### src/rtl/dispatcher_if.sv
// Decoder-to-dispatcher handshake: one decoded instruction per valid/ready beat.
// The decoder drives through the master modport; the dispatcher uses the slave modport.
interface dispatcher_if #(
  parameter int DATA_WIDTH   = 32,
  parameter int OPENUM_WIDTH = 6
);
  logic                    valid;
  logic                    ready;
  logic [OPENUM_WIDTH-1:0] openum;
  logic                    is_ls;
  logic [4:0]              rd;
  logic [4:0]              rs1;
  logic [4:0]              rs2;
  logic [DATA_WIDTH-1:0]   imm;
  logic [DATA_WIDTH-1:0]   pc;

  modport master (output valid, openum, is_ls, rd, rs1, rs2, imm, pc, input ready);
  modport slave  (input valid, openum, is_ls, rd, rs1, rs2, imm, pc, output ready);
endinterface

### src/rtl/dispatcher.sv
// Dispatcher: captures one decoded instruction, resolves its operands against
// RF / ROB / both CDBs, holds it while downstream or the ROB is full (snooping
// the CDBs), then issues a registered operand bundle to the RS or the LSB.
// Optional macro DISPATCH_STALL_CNT_EN adds the stall_cycles counter output.
module dispatcher #(
  parameter int DATA_WIDTH   = 32,
  parameter int ROB_ID_WIDTH = 4,
  parameter int OPENUM_WIDTH = 6
) (
  input  logic                    clk,
  input  logic                    rst,
  input  logic                    rdy,
  input  logic                    flush,
  dispatcher_if.slave             dec,
  output logic [4:0]              rf_rs1_q,
  output logic [4:0]              rf_rs2_q,
  input  logic [ROB_ID_WIDTH-1:0] rf_q1,
  input  logic [ROB_ID_WIDTH-1:0] rf_q2,
  input  logic [DATA_WIDTH-1:0]   rf_v1,
  input  logic [DATA_WIDTH-1:0]   rf_v2,
  input  logic                    rob_q1_ready,
  input  logic                    rob_q2_ready,
  input  logic [DATA_WIDTH-1:0]   rob_v1,
  input  logic [DATA_WIDTH-1:0]   rob_v2,
  input  logic                    rob_full,
  input  logic [ROB_ID_WIDTH-1:0] rob_free_id,
  output logic                    rob_alloc_en,
  output logic [4:0]              rob_rd,
  output logic [DATA_WIDTH-1:0]   rob_pc,
  output logic [OPENUM_WIDTH-1:0] rob_openum,
  output logic                    rename_en,
  output logic [4:0]              rename_rd,
  output logic [ROB_ID_WIDTH-1:0] rename_id,
  input  logic                    alu_cdb_valid,
  input  logic [ROB_ID_WIDTH-1:0] alu_cdb_id,
  input  logic [DATA_WIDTH-1:0]   alu_cdb_value,
  input  logic                    lsb_cdb_valid,
  input  logic [ROB_ID_WIDTH-1:0] lsb_cdb_id,
  input  logic [DATA_WIDTH-1:0]   lsb_cdb_value,
  input  logic                    rs_full,
  input  logic                    lsb_full,
  output logic                    rs_enable,
  output logic                    lsb_enable,
  output logic [OPENUM_WIDTH-1:0] openum_out,
  output logic [ROB_ID_WIDTH-1:0] Q1_out,
  output logic [ROB_ID_WIDTH-1:0] Q2_out,
  output logic [DATA_WIDTH-1:0]   V1_out,
  output logic [DATA_WIDTH-1:0]   V2_out,
  output logic [DATA_WIDTH-1:0]   pc_out,
  output logic [DATA_WIDTH-1:0]   imm_out,
  output logic [ROB_ID_WIDTH-1:0] rob_id_out
`ifdef DISPATCH_STALL_CNT_EN
  ,
  output logic [31:0]             stall_cycles
`endif
);
  typedef enum logic {EMPTY, HOLD} state_t;

  state_t state_reg, state_next;
  logic   capture_go, issue_go, can_issue;

  // Held instruction; operand index 0 is rs1, index 1 is rs2.
  logic [OPENUM_WIDTH-1:0]      openum_reg;
  logic                         is_ls_reg;
  logic [4:0]                   rd_reg;
  logic [DATA_WIDTH-1:0]        imm_reg, pc_reg;
  logic [1:0][ROB_ID_WIDTH-1:0] buf_q_reg, cap_q, snp_q, rf_q;
  logic [1:0][DATA_WIDTH-1:0]   buf_v_reg, cap_v, snp_v, rf_v, rob_v;
  logic [1:0]                   rob_ready;

  // Issue-side registers.
  logic rs_en_reg, lsb_en_reg, alloc_reg, rename_reg;
  logic [OPENUM_WIDTH-1:0] openum_out_reg, rob_openum_reg;
  logic [ROB_ID_WIDTH-1:0] q1_out_reg, q2_out_reg, rob_id_out_reg, rename_id_reg;
  logic [DATA_WIDTH-1:0]   v1_out_reg, v2_out_reg, pc_out_reg, imm_out_reg, rob_pc_reg;
  logic [4:0]              rob_rd_reg, rename_rd_reg;

  assign rf_rs1_q  = dec.rs1;
  assign rf_rs2_q  = dec.rs2;
  assign dec.ready = (state_reg == EMPTY);

  assign rf_q      = {rf_q2, rf_q1};
  assign rf_v      = {rf_v2, rf_v1};
  assign rob_v     = {rob_v2, rob_v1};
  assign rob_ready = {rob_q2_ready, rob_q1_ready};

  generate
    for (genvar gi = 0; gi < 2; gi++) begin : g_operand
      logic [ROB_ID_WIDTH-1:0] cq, sq;
      logic [DATA_WIDTH-1:0]   cv, sv;

      // Capture-time resolution: RF value, then ROB result, then ALU CDB, then LSB CDB.
      always_comb begin
        cq = rf_q[gi];
        cv = '0;
        if (rf_q[gi] == '0) begin
          cv = rf_v[gi];
        end else if (rob_ready[gi]) begin
          cq = '0;
          cv = rob_v[gi];
        end else if (alu_cdb_valid && alu_cdb_id == rf_q[gi]) begin
          cq = '0;
          cv = alu_cdb_value;
        end else if (lsb_cdb_valid && lsb_cdb_id == rf_q[gi]) begin
          cq = '0;
          cv = lsb_cdb_value;
        end
      end

      // Snoop of the held operand; also feeds the issue bus in the issuing cycle.
      always_comb begin
        sq = buf_q_reg[gi];
        sv = buf_v_reg[gi];
        if (buf_q_reg[gi] != '0) begin
          if (alu_cdb_valid && alu_cdb_id == buf_q_reg[gi]) begin
            sq = '0;
            sv = alu_cdb_value;
          end else if (lsb_cdb_valid && lsb_cdb_id == buf_q_reg[gi]) begin
            sq = '0;
            sv = lsb_cdb_value;
          end
        end
      end

      assign cap_q[gi] = cq;
      assign cap_v[gi] = cv;
      assign snp_q[gi] = sq;
      assign snp_v[gi] = sv;
    end
  endgenerate

  assign can_issue = (state_reg == HOLD) && !rob_full && !(is_ls_reg ? lsb_full : rs_full);

  // Next state plus the capture / issue decision for this cycle.
  always_comb begin
    state_next = state_reg;
    capture_go = 1'b0;
    issue_go   = 1'b0;
    if (rdy && !flush) begin
      case (state_reg)
        EMPTY: if (dec.valid) begin
          capture_go = 1'b1;
          state_next = HOLD;
        end
        HOLD: if (can_issue) begin
          issue_go   = 1'b1;
          state_next = EMPTY;
        end
        default: state_next = EMPTY;
      endcase
    end
  end

  // State register and instruction buffer (capture, then snoop while held).
  always_ff @(posedge clk) begin
    if (rst) begin
      state_reg  <= EMPTY;
      openum_reg <= '0;
      is_ls_reg  <= 1'b0;
      rd_reg     <= '0;
      imm_reg    <= '0;
      pc_reg     <= '0;
      buf_q_reg  <= '0;
      buf_v_reg  <= '0;
    end else if (flush) begin
      state_reg <= EMPTY;
    end else if (rdy) begin
      state_reg <= state_next;
      if (capture_go) begin
        openum_reg <= dec.openum;
        is_ls_reg  <= dec.is_ls;
        rd_reg     <= dec.rd;
        imm_reg    <= dec.imm;
        pc_reg     <= dec.pc;
        buf_q_reg  <= cap_q;
        buf_v_reg  <= cap_v;
      end else if (state_reg == HOLD) begin
        buf_q_reg <= snp_q;
        buf_v_reg <= snp_v;
      end
    end
  end

  // Issue strobes and registered issue bus; strobes last one cycle per issue.
  always_ff @(posedge clk) begin
    if (rst) begin
      rs_en_reg      <= 1'b0;
      lsb_en_reg     <= 1'b0;
      alloc_reg      <= 1'b0;
      rename_reg     <= 1'b0;
      openum_out_reg <= '0;
      q1_out_reg     <= '0;
      q2_out_reg     <= '0;
      v1_out_reg     <= '0;
      v2_out_reg     <= '0;
      pc_out_reg     <= '0;
      imm_out_reg    <= '0;
      rob_id_out_reg <= '0;
      rob_rd_reg     <= '0;
      rob_pc_reg     <= '0;
      rob_openum_reg <= '0;
      rename_rd_reg  <= '0;
      rename_id_reg  <= '0;
    end else if (flush) begin
      rs_en_reg  <= 1'b0;
      lsb_en_reg <= 1'b0;
      alloc_reg  <= 1'b0;
      rename_reg <= 1'b0;
    end else if (rdy) begin
      rs_en_reg  <= issue_go && !is_ls_reg;
      lsb_en_reg <= issue_go && is_ls_reg;
      alloc_reg  <= issue_go;
      rename_reg <= issue_go && (rd_reg != 5'd0);
      if (issue_go) begin
        openum_out_reg <= openum_reg;
        q1_out_reg     <= snp_q[0];
        q2_out_reg     <= snp_q[1];
        v1_out_reg     <= snp_v[0];
        v2_out_reg     <= snp_v[1];
        pc_out_reg     <= pc_reg;
        imm_out_reg    <= imm_reg;
        rob_id_out_reg <= rob_free_id;
        rob_rd_reg     <= rd_reg;
        rob_pc_reg     <= pc_reg;
        rob_openum_reg <= openum_reg;
        rename_rd_reg  <= rd_reg;
        rename_id_reg  <= rob_free_id;
      end
    end
  end

  // A frozen (rdy low) cycle masks the strobes; the held register re-presents them afterwards.
  assign rs_enable    = rs_en_reg && rdy;
  assign lsb_enable   = lsb_en_reg && rdy;
  assign rob_alloc_en = alloc_reg && rdy;
  assign rename_en    = rename_reg && rdy;

  assign openum_out = openum_out_reg;
  assign Q1_out     = q1_out_reg;
  assign Q2_out     = q2_out_reg;
  assign V1_out     = v1_out_reg;
  assign V2_out     = v2_out_reg;
  assign pc_out     = pc_out_reg;
  assign imm_out    = imm_out_reg;
  assign rob_id_out = rob_id_out_reg;
  assign rob_rd     = rob_rd_reg;
  assign rob_pc     = rob_pc_reg;
  assign rob_openum = rob_openum_reg;
  assign rename_rd  = rename_rd_reg;
  assign rename_id  = rename_id_reg;

`ifdef DISPATCH_STALL_CNT_EN
  logic [31:0] stall_reg;

  // Counts active cycles the held instruction is blocked by a full ROB or target.
  always_ff @(posedge clk) begin
    if (rst) begin
      stall_reg <= '0;
    end else if (rdy && !flush && state_reg == HOLD && !can_issue) begin
      stall_reg <= stall_reg + 32'd1;
    end
  end

  assign stall_cycles = stall_reg;
`endif
endmodule

### src/flat_wrapper.sv
// flat-port wrapper written by rule: the top's interface ports become plain ports
module dispatcher_flat 
#(
  parameter int DATA_WIDTH   = 32,
  parameter int ROB_ID_WIDTH = 4,
  parameter int OPENUM_WIDTH = 6
)
  (clk, rst, rdy, flush, rf_rs1_q, rf_rs2_q, rf_q1, rf_q2, rf_v1, rf_v2, rob_q1_ready, rob_q2_ready, rob_v1, rob_v2, rob_full, rob_free_id, rob_alloc_en, rob_rd, rob_pc, rob_openum, rename_en, rename_rd, rename_id, alu_cdb_valid, alu_cdb_id, alu_cdb_value, lsb_cdb_valid, lsb_cdb_id, lsb_cdb_value, rs_full, lsb_full, rs_enable, lsb_enable, openum_out, Q1_out, Q2_out, V1_out, V2_out, pc_out, imm_out, rob_id_out, dec_valid, dec_openum, dec_is_ls, dec_rd, dec_rs1, dec_rs2, dec_imm, dec_pc, dec_ready);
  dispatcher_if #(.DATA_WIDTH(DATA_WIDTH), .OPENUM_WIDTH(OPENUM_WIDTH)) dec_i ();
  input  logic clk;
  input  logic rst;
  input  logic rdy;
  input  logic flush;
  output logic [4:0] rf_rs1_q;
  output logic [4:0] rf_rs2_q;
  input  logic [ROB_ID_WIDTH-1:0] rf_q1;
  input  logic [ROB_ID_WIDTH-1:0] rf_q2;
  input  logic [DATA_WIDTH-1:0] rf_v1;
  input  logic [DATA_WIDTH-1:0] rf_v2;
  input  logic rob_q1_ready;
  input  logic rob_q2_ready;
  input  logic [DATA_WIDTH-1:0] rob_v1;
  input  logic [DATA_WIDTH-1:0] rob_v2;
  input  logic rob_full;
  input  logic [ROB_ID_WIDTH-1:0] rob_free_id;
  output logic rob_alloc_en;
  output logic [4:0] rob_rd;
  output logic [DATA_WIDTH-1:0] rob_pc;
  output logic [OPENUM_WIDTH-1:0] rob_openum;
  output logic rename_en;
  output logic [4:0] rename_rd;
  output logic [ROB_ID_WIDTH-1:0] rename_id;
  input  logic alu_cdb_valid;
  input  logic [ROB_ID_WIDTH-1:0] alu_cdb_id;
  input  logic [DATA_WIDTH-1:0] alu_cdb_value;
  input  logic lsb_cdb_valid;
  input  logic [ROB_ID_WIDTH-1:0] lsb_cdb_id;
  input  logic [DATA_WIDTH-1:0] lsb_cdb_value;
  input  logic rs_full;
  input  logic lsb_full;
  output logic rs_enable;
  output logic lsb_enable;
  output logic [OPENUM_WIDTH-1:0] openum_out;
  output logic [ROB_ID_WIDTH-1:0] Q1_out;
  output logic [ROB_ID_WIDTH-1:0] Q2_out;
  output logic [DATA_WIDTH-1:0] V1_out;
  output logic [DATA_WIDTH-1:0] V2_out;
  output logic [DATA_WIDTH-1:0] pc_out;
  output logic [DATA_WIDTH-1:0] imm_out;
  output logic [ROB_ID_WIDTH-1:0] rob_id_out;
  input wire logic [$bits(dec_i.valid)-1:0] dec_valid;
  input wire logic [$bits(dec_i.openum)-1:0] dec_openum;
  input wire logic [$bits(dec_i.is_ls)-1:0] dec_is_ls;
  input wire logic [$bits(dec_i.rd)-1:0] dec_rd;
  input wire logic [$bits(dec_i.rs1)-1:0] dec_rs1;
  input wire logic [$bits(dec_i.rs2)-1:0] dec_rs2;
  input wire logic [$bits(dec_i.imm)-1:0] dec_imm;
  input wire logic [$bits(dec_i.pc)-1:0] dec_pc;
  output wire logic [$bits(dec_i.ready)-1:0] dec_ready;
  assign dec_i.valid = dec_valid;
  assign dec_i.openum = dec_openum;
  assign dec_i.is_ls = dec_is_ls;
  assign dec_i.rd = dec_rd;
  assign dec_i.rs1 = dec_rs1;
  assign dec_i.rs2 = dec_rs2;
  assign dec_i.imm = dec_imm;
  assign dec_i.pc = dec_pc;
  assign dec_ready = dec_i.ready;
  dispatcher #(.DATA_WIDTH(DATA_WIDTH), .ROB_ID_WIDTH(ROB_ID_WIDTH), .OPENUM_WIDTH(OPENUM_WIDTH)) u_core (.clk(clk), .rst(rst), .rdy(rdy), .flush(flush), .dec(dec_i), .rf_rs1_q(rf_rs1_q), .rf_rs2_q(rf_rs2_q), .rf_q1(rf_q1), .rf_q2(rf_q2), .rf_v1(rf_v1), .rf_v2(rf_v2), .rob_q1_ready(rob_q1_ready), .rob_q2_ready(rob_q2_ready), .rob_v1(rob_v1), .rob_v2(rob_v2), .rob_full(rob_full), .rob_free_id(rob_free_id), .rob_alloc_en(rob_alloc_en), .rob_rd(rob_rd), .rob_pc(rob_pc), .rob_openum(rob_openum), .rename_en(rename_en), .rename_rd(rename_rd), .rename_id(rename_id), .alu_cdb_valid(alu_cdb_valid), .alu_cdb_id(alu_cdb_id), .alu_cdb_value(alu_cdb_value), .lsb_cdb_valid(lsb_cdb_valid), .lsb_cdb_id(lsb_cdb_id), .lsb_cdb_value(lsb_cdb_value), .rs_full(rs_full), .lsb_full(lsb_full), .rs_enable(rs_enable), .lsb_enable(lsb_enable), .openum_out(openum_out), .Q1_out(Q1_out), .Q2_out(Q2_out), .V1_out(V1_out), .V2_out(V2_out), .pc_out(pc_out), .imm_out(imm_out), .rob_id_out(rob_id_out));
endmodule
### config.mk
export PLATFORM = sky130hd
export DESIGN_NAME = dispatcher_flat
export DESIGN_NICKNAME = d
export VERILOG_FILES = /design/src/rtl/dispatcher_if.sv /design/src/rtl/dispatcher.sv /design/src/flat_wrapper.sv
export SDC_FILE = /design/constraint.sdc
export NUM_CORES = 1
export LEC_CHECK = 0
export ABC_AREA = 1
export CAP_MARGIN = 30
export CORE_AREA = 2 2 206 208
export CTS_CLUSTER_SIZE = 24
export DETAILED_ROUTE_END_ITERATION = 10
export DIE_AREA = 0 0 208 210
export PLACE_DENSITY_LB_ADDON = 0.25
export SLEW_MARGIN = 40
export SYNTH_ARGS = -nofsm -noshare
export SYNTH_HDL_FRONTEND = slang
export SYNTH_SLANG_ARGS = --single-unit
### constraint.sdc
create_clock -name clk -period 3.6 [get_ports clk]
set_input_delay 0.54 -clock clk [delete_from_list [all_inputs] [get_ports clk]]
set_output_delay 0.54 -clock clk [all_outputs]
set_load 0.01 [all_outputs]
==> results of run 1 <==
==> cell type report <==
cell class / instances / area, sq um
Fill cell: 4045 / 18600
Multi-Input combinational cell: 1968 / 8800
Sequential cell: 304 / 6090
Timing Repair Buffer: 544 / 5460
Clock buffer: 51 / 997
Tap cell: 539 / 674
Inverter: 161 / 614
Clock inverter: 13 / 204
Antenna cell: 7 / 17.5
==> cell usage in the layout (no fill, tap or decap), types with 3 or more instances in the layout <==
cell type and instances:
nand4_1 25, o21ai_0 346, dfxtp_1 304, buf_4 33, nor2_4 4, buf_12 9, nand2_1 604, o21ai_1 24
clkbuf_1 11, clkdlybuf4s50_1 499, xor2_1 3, nand3_1 98, clkbuf_8 4, nor2_1 506, inv_1 144, o211ai_1 13
bufinv_16 4, xnor2_1 6, clkbuf_16 36, inv_2 13, nand3_2 4, diode_2 7, nand2_4 13, a21oi_1 301
clkinv_2 5, a31oi_1 8
==> cell families (layout without fill, tap and decap cells) <==
logic type      after synthesis  count (layout)  synth area share
simple gates               1265            1265             0.308
compound gates              694             694             0.210
buf+inv                     412             769             0.114
xor+xnor                      9               9           0.00470
flops                       304             304             0.363
other cells                   0               7                 0
==> worst max path at each step <==
stage                   from                    to  slack [ns]  depth (start not counted)
4_1_cts                  rdy     u_core.V1_out[22]        1.12                         11
5_1_grt                  rdy     u_core.V2_out[15]        0.82                         12
2_1_floorplan  lsb_cdb_id[2]  u_core.buf_v_reg[50]        1.72                         13
3_5_place_dp             rdy     u_core.V1_out[22]        0.54                         11
3_3_place_gp             rdy     u_core.V2_out[30]        0.59                         11
6_report                 rdy      u_core.V2_out[4]        1.06                         11
==> through the flow <==
step	util	worst slack [ns]	instance area, sq um	cells
floorplan	-	1.72	16800	2684
global placement	0.520	0.589	21600	3514
detailed placement	0.521	0.542	21600	3515
CTS	0.550	1.12	22800	3579
global route	0.551	0.816	22800	3585
finish	0.551	1.06	22800	3587
==> per-layer routing <==
metal	GRT usage	vias up	routed length [um]
li1	-	9287	-
met1	0.378	8992	27900
met2	0.534	915	34200
met3	0.0848	180	6550
met4	0.164	8	3790
met5	0	-	54
==> power breakdown <==
| part | leakage, nW | internal [mW] | switching, mW |
|---|---|---|---|
| clock | 0.579 | 2.24 | 1.54 |
| combinational | 6.25 | 0.563 | 0.768 |
| sequential | 2.47 | 3.46 | 0.0545 |
| total | 9.30 | 6.26 | 2.36 |
==> impl_results.md, run 1 <==
- Initial DRC count: 1,709
- Clock sink total: 304
- Arrival @ worst endpoint: 3.02 ns
- Top-count cell post-synth: nand2_1
- Crit-path max cell delay: 0.55 ns
- Max-cap violations: 0
- Worst-path fanout max: 106
- Synthesized area per cell: 6.24 sq um
- Post-synth top cells: nand2_1, nor2_1, o21ai_0
- Yosys top cell area share: 0.363
- GR Overflow Total: 0
- Max Fclk: 394 MHz
- Via-per-instance ratio: 5.40
- CTS tree: built
- Critical path's top delay family: buffers and inverters
- Die area: 43,700 sq um
- Number of flip-flops in the largest register: 64
- EDFF count, synth: 0
- FF-to-FF path depth: 8
- Crit end category: flop
- Routed Antenna Nets: 0
- Setup TNS: 0 ns
- RSZ-0062 raised after global routing: no
- Worst hold endpoint: u_core.pc_out[16]
- Total GRT Usage: 0.319
- Max clock buf depth: 3
- Req. time, crit path: 4.09 ns
- Post-synth ARST share: 0
- Sequential area share after synthesis: 0.363
- Post-CTS Hold Buffers: 0
- DRC: 0
- Share of layout cells above drive strength 1: 0.0477
- Main synth FF type: dfxtp_1
- Hold Path Class: in2reg
- Area delta synth->final: 36.4%
- Worst Setup Start Kind: input pin
- Status: finished clean
- H-tree depth: 2
- Nets: 3,325
- Fin. Hold Viols: 0
- #FFs+latches synth: 304
- Worst hold slack: 0.431 ns
- Initial antenna violation count: 10
- Post-CTS sizing: 0
- Synth warnings: 0
- CP cell instances: clkdlybuf4s50_1, inv_2, nor2_1, inv_1, nor3_2, nand2_1, nand2_8, buf_12, buf_16, o21ai_0, a21oi_1
- Post-Syn Area: 16,800 sq um
- Port Buf Inserts: 502
- Final setup vio count: 0
- Worst Max-Slew Pin Slew: 0.746 ns
- Clock slew at reported path FFs: 0.06 ns
- Final period util: 0.705
- Hold path start: rst
- Routability cong.: 0.972
- Vias in the first global route: 18,600
- R2R Path End: u_core.V2_out[4]
- Num ports: 523
- Routed vias: 19,400
- Area leader, netlist: dfxtp_1
- CP max-delay cell: clkdlybuf4s50_1
- Rel. slew slack: 0.503
- PwrDens: 377 nW/um^2
- Unique masters post-synth: 33
- DRT Pass-1 Iters: 5
- Initial core utilization: 0.404
- Number of core rows: 75
- Area contributors post-synth: dfxtp_1, nand2_1, nor2_1, o21ai_0, a21oi_1
- Die Height: 210 um
- R2r setup slk: 1.24 ns
- Number of CTS-inserted buffers: 36
- Clock network latency to the later pin of the worst-skew pair: 0.56 ns
- WS Path Type: in2reg
- Total power: 8.62 mW
- Global-route wire length before repair: 110 mm
- Post-Syn Instances: 2,684
- Syn_nets: 2,994
- Hold Path Depth: 2
- VDD IR max: 0.338 mV
- Worst path bufs/invs: 5
- Total Wirelength: 72.5 mm
- Core area: 41,500 sq um
- Leakage power figure: 9.30 nW
- DR WL/cell: 20.2 um
- Chip width: 208 um
- Clk_skew: 0.0125 ns
- Fin. max-slew vios: 0
- Min cycle time layout: 2.54 ns
- Final HPWL DP: 51.1 mm
- Reg2reg start: u_core.state_reg
- Post-CTS setup buffers: 0
- Largest net degree at the start of global routing: 207
- Root Buffer: clkbuf_16
No activity file was read; power rests on OpenSTA's default activity.
==> run 2: changes to the inputs <==
clock period = 2.62 ns   (was 3.6 ns; I/O delays follow)
==> run 2 against run 1 <==
Effect of this change: first-iteration DRC count fell by 4.7%; register-to-register slack got worse by 0.70 ns; power rose by 44%; worst hold slack got worse by 0.23 ns; design area rose by 2.9%; clock skew rose by 0.0025 ns; cell count rose by 1.1%; critical path depth did not move; clock power rose by 50%; count of clock-buffer cells in the layout fell by 1; global-route usage rose by 0.49 points; worst setup slack got worse by 0.62 ns; critical path type unchanged; critical endpoint is now u_core.buf_v_reg[10]; highest routed layer unchanged.
==> impl_results.md, run 2 (same netlist as run 1, synthesis figures left out) <==
- Final instance area: 23,500 sq um (was 22,800 sq um)
- Hold Path Class: in2reg (unchanged)
- Crit end category: flop (unchanged)
- Reg2reg start: u_core.buf_q_reg[5] (was u_core.state_reg)
- Routed vias: 19,500 (was 19,400)
- GR peak layer: met2 (unchanged)
- DR WL/cell: 20.3 um (was 20.2 um)
- Placed instance area: 22,200 sq um (was 21,600 sq um)
- PwrDens: 528 nW/um^2 (was 377 nW/um^2)
- DRC: 0 (unchanged)
- CTS tree: built (unchanged)
- Number of CTS-inserted buffers: 37 (was 36)
- Num ports: 523 (unchanged)
- H-tree depth: 2 (unchanged)
- Clk_skew: 0.0149 ns (was 0.0125 ns)
- Placed insts: 3,559 (was 3,515)
- M1 GR Usage: 0.395 (was 0.378)
- Total GRT Usage: 0.324 (was 0.319)
- Initial DRC count: 1,629 (was 1,709)
- Clock network latency to the later pin of the worst-skew pair: 0.57 ns (was 0.56 ns)
- Core area: 41,500 sq um (unchanged)
- Clock slew at reported path FFs: 0.06 ns (about the same)
- Max clock buf depth: 3 (unchanged)
- Die area: 43,700 sq um (unchanged)
- Final setup vio count: 0 (unchanged)
- Min cycle time layout: 2.18 ns
- Most frequent cells in the layout: nand2_1, nor2_1, clkdlybuf4s50_1 (unchanged)
- DRT Pass-1 Iters: 5 (unchanged)
- Final design utilization: 0.567 (was 0.551)
- Rel. slew slack: 0.533 (was 0.503)
- Routed Antenna Nets: 0 (unchanged)
- Vias in the first global route: 18,700 (was 18,600)
- Number of flip-flops in the largest register: 64 (unchanged)
- R2r setup slk: 0.54 ns (was 1.24 ns)
- Final period util: 0.831
- Nets: 3,369 (was 3,325)
- Post-CTS sizing: 0 (unchanged)
- Die Height: 210 um (unchanged)
- VDD IR max: 0.483 mV (was 0.338 mV)
- Area delta synth->final: 40.4% (was 36.4%)
- Worst hold slack: 0.203 ns (was 0.431 ns)
- Number of core rows: 75 (unchanged)
- Commonest non-fill, non-tap cell in the layout: nand2_1 (unchanged)
- Post-CTS setup buffers: 0 (unchanged)
- R2R Path End: u_core.buf_v_reg[42] (was u_core.V2_out[4])
- Status: finished clean (unchanged)
- Largest net degree at the start of global routing: 78 (was 207)
- GR Overflow Total: 0 (unchanged)
- Met3 usage in global routing: 0.0735 (was 0.0848)
- Fin. max-slew vios: 0 (unchanged)
- Final HPWL DP: 53.9 mm (was 51.1 mm)
- Worst Max-Slew Pin Slew: 0.700 ns (was 0.746 ns)
- Req. time, crit path: 3.12 ns (was 4.09 ns)
- Final std cells w/o fill: 3,628 (was 3,587)
- Worst-path fanout max: 14 (was 106)
- RSZ-0062 raised after global routing: no (unchanged)
- Share of layout cells above drive strength 1: 0.0641 (was 0.0477)
- Hold Path Depth: 2 (unchanged)
- Worst Setup Start Kind: input pin (unchanged)
- Chip width: 208 um (unchanged)
- Initial core utilization: 0.404 (unchanged)
- WS Path Type: in2reg (unchanged)
- Max Fclk: 459 MHz
- Fin. Hold Viols: 0 (unchanged)
- Global-route wire length before repair: 111 mm (was 110 mm)
- Post-CTS Hold Buffers: 0 (unchanged)
- Hold path start: rst (unchanged)
- Total Wirelength: 73.8 mm (was 72.5 mm)
- Max-cap violations: 0 (unchanged)
- Initial antenna violation count: 6 (was 10)
- Via-per-instance ratio: 5.39 (was 5.40)
- Worst hold endpoint: u_core.imm_out[23] (was u_core.pc_out[16])
- Fill cell count: 4,021 (was 4,045)
- Clock sink total: 304 (unchanged)
- Port Buf Inserts: 502 (unchanged)
- Arrival @ worst endpoint: 2.68 ns (was 3.02 ns)
- Root Buffer: clkbuf_16 (unchanged)
- Leakage power figure: 9.67 nW (was 9.30 nW)
- Routability cong.: 0.996 (was 0.972)
- FF-to-FF path depth: 11 (was 8)
- Grt met2 use: 0.542 (was 0.534)
run 2: cell count changes in the layout (fill, tap and decap cells not counted), moves of 2 or more:
cell	delta
buf_12	+18
buf_4	+26
bufinv_16	+2
clkinv_2	+2
clkbuf_1	-6
diode_2	-6
clkbuf_8	+4
run 2: area by class of cell:
class	instances	area [sq um]	area share
antenna	1	2.50	0.000106
clock buffer	50	1050	0.0448
clock inverter	18	304	0.0129
inverter	161	612	0.0260
multi-input combinational	1968	8800	0.374
sequential	304	6090	0.259
tap	539	674	0.0287
timing repair buffer	587	5990	0.255
run 2: worst max path at each step:
stage,start,to,slack (ns),cells past startpoint
6_report,rf_q1[0],u_core.buf_v_reg[10],0.44,11
4_1_cts,rdy,lsb_enable,0.50,4
5_1_grt,u_core.buf_q_reg[5],u_core.buf_v_reg[54],0.34,13
3_5_place_dp,rf_q1[0],u_core.buf_v_reg[10],-0.05,11
2_1_floorplan,lsb_cdb_id[2],u_core.buf_v_reg[50],0.89,13
3_3_place_gp,rf_q1[0],u_core.buf_v_reg[10],-0.15,11
run 2: worst max-delay path, stage by stage:
cell and delay (ns):
clkdlybuf4s50_1 0.58, inv_1 0.13, a21oi_1 0.22, nand4_1 0.12
buf_4 0.21, buf_12 0.16, o21ai_0 0.39, nand2_1 0.11
a21oi_1 0.19, nor2_1 0.07, nor2_1 0.09
run 2: metrics by stage:
step | total power, mW | setup TNS (ns) | worst slack (ns)
after floorplan | 5.85 | 0 | 0.892
after global placement | 6.80 | -0.147 | -0.147
after detailed placement | 6.81 | -0.0522 | -0.0522
after CTS | 12.5 | 0 | 0.504
after global routing | 12.9 | 0 | 0.343
final | 12.4 | 0 | 0.443
run 2: layer usage:
metal  vias to the layer above  wire [um]  share of wire
li1                       9357          -              -
met1                      9011      28700           0.39
met2                       967      34700           0.47
met3                       195       6550          0.089
met4                        12       3770          0.051
met5                         -         86         0.0012
run 2: power by group:
group	total (mW)	internal, mW	switching (mW)
clock network	5.67	3.47	2.21
registers	4.82	4.75	0.0754
logic	1.92	0.832	1.09
total	12.4	9.05	3.37
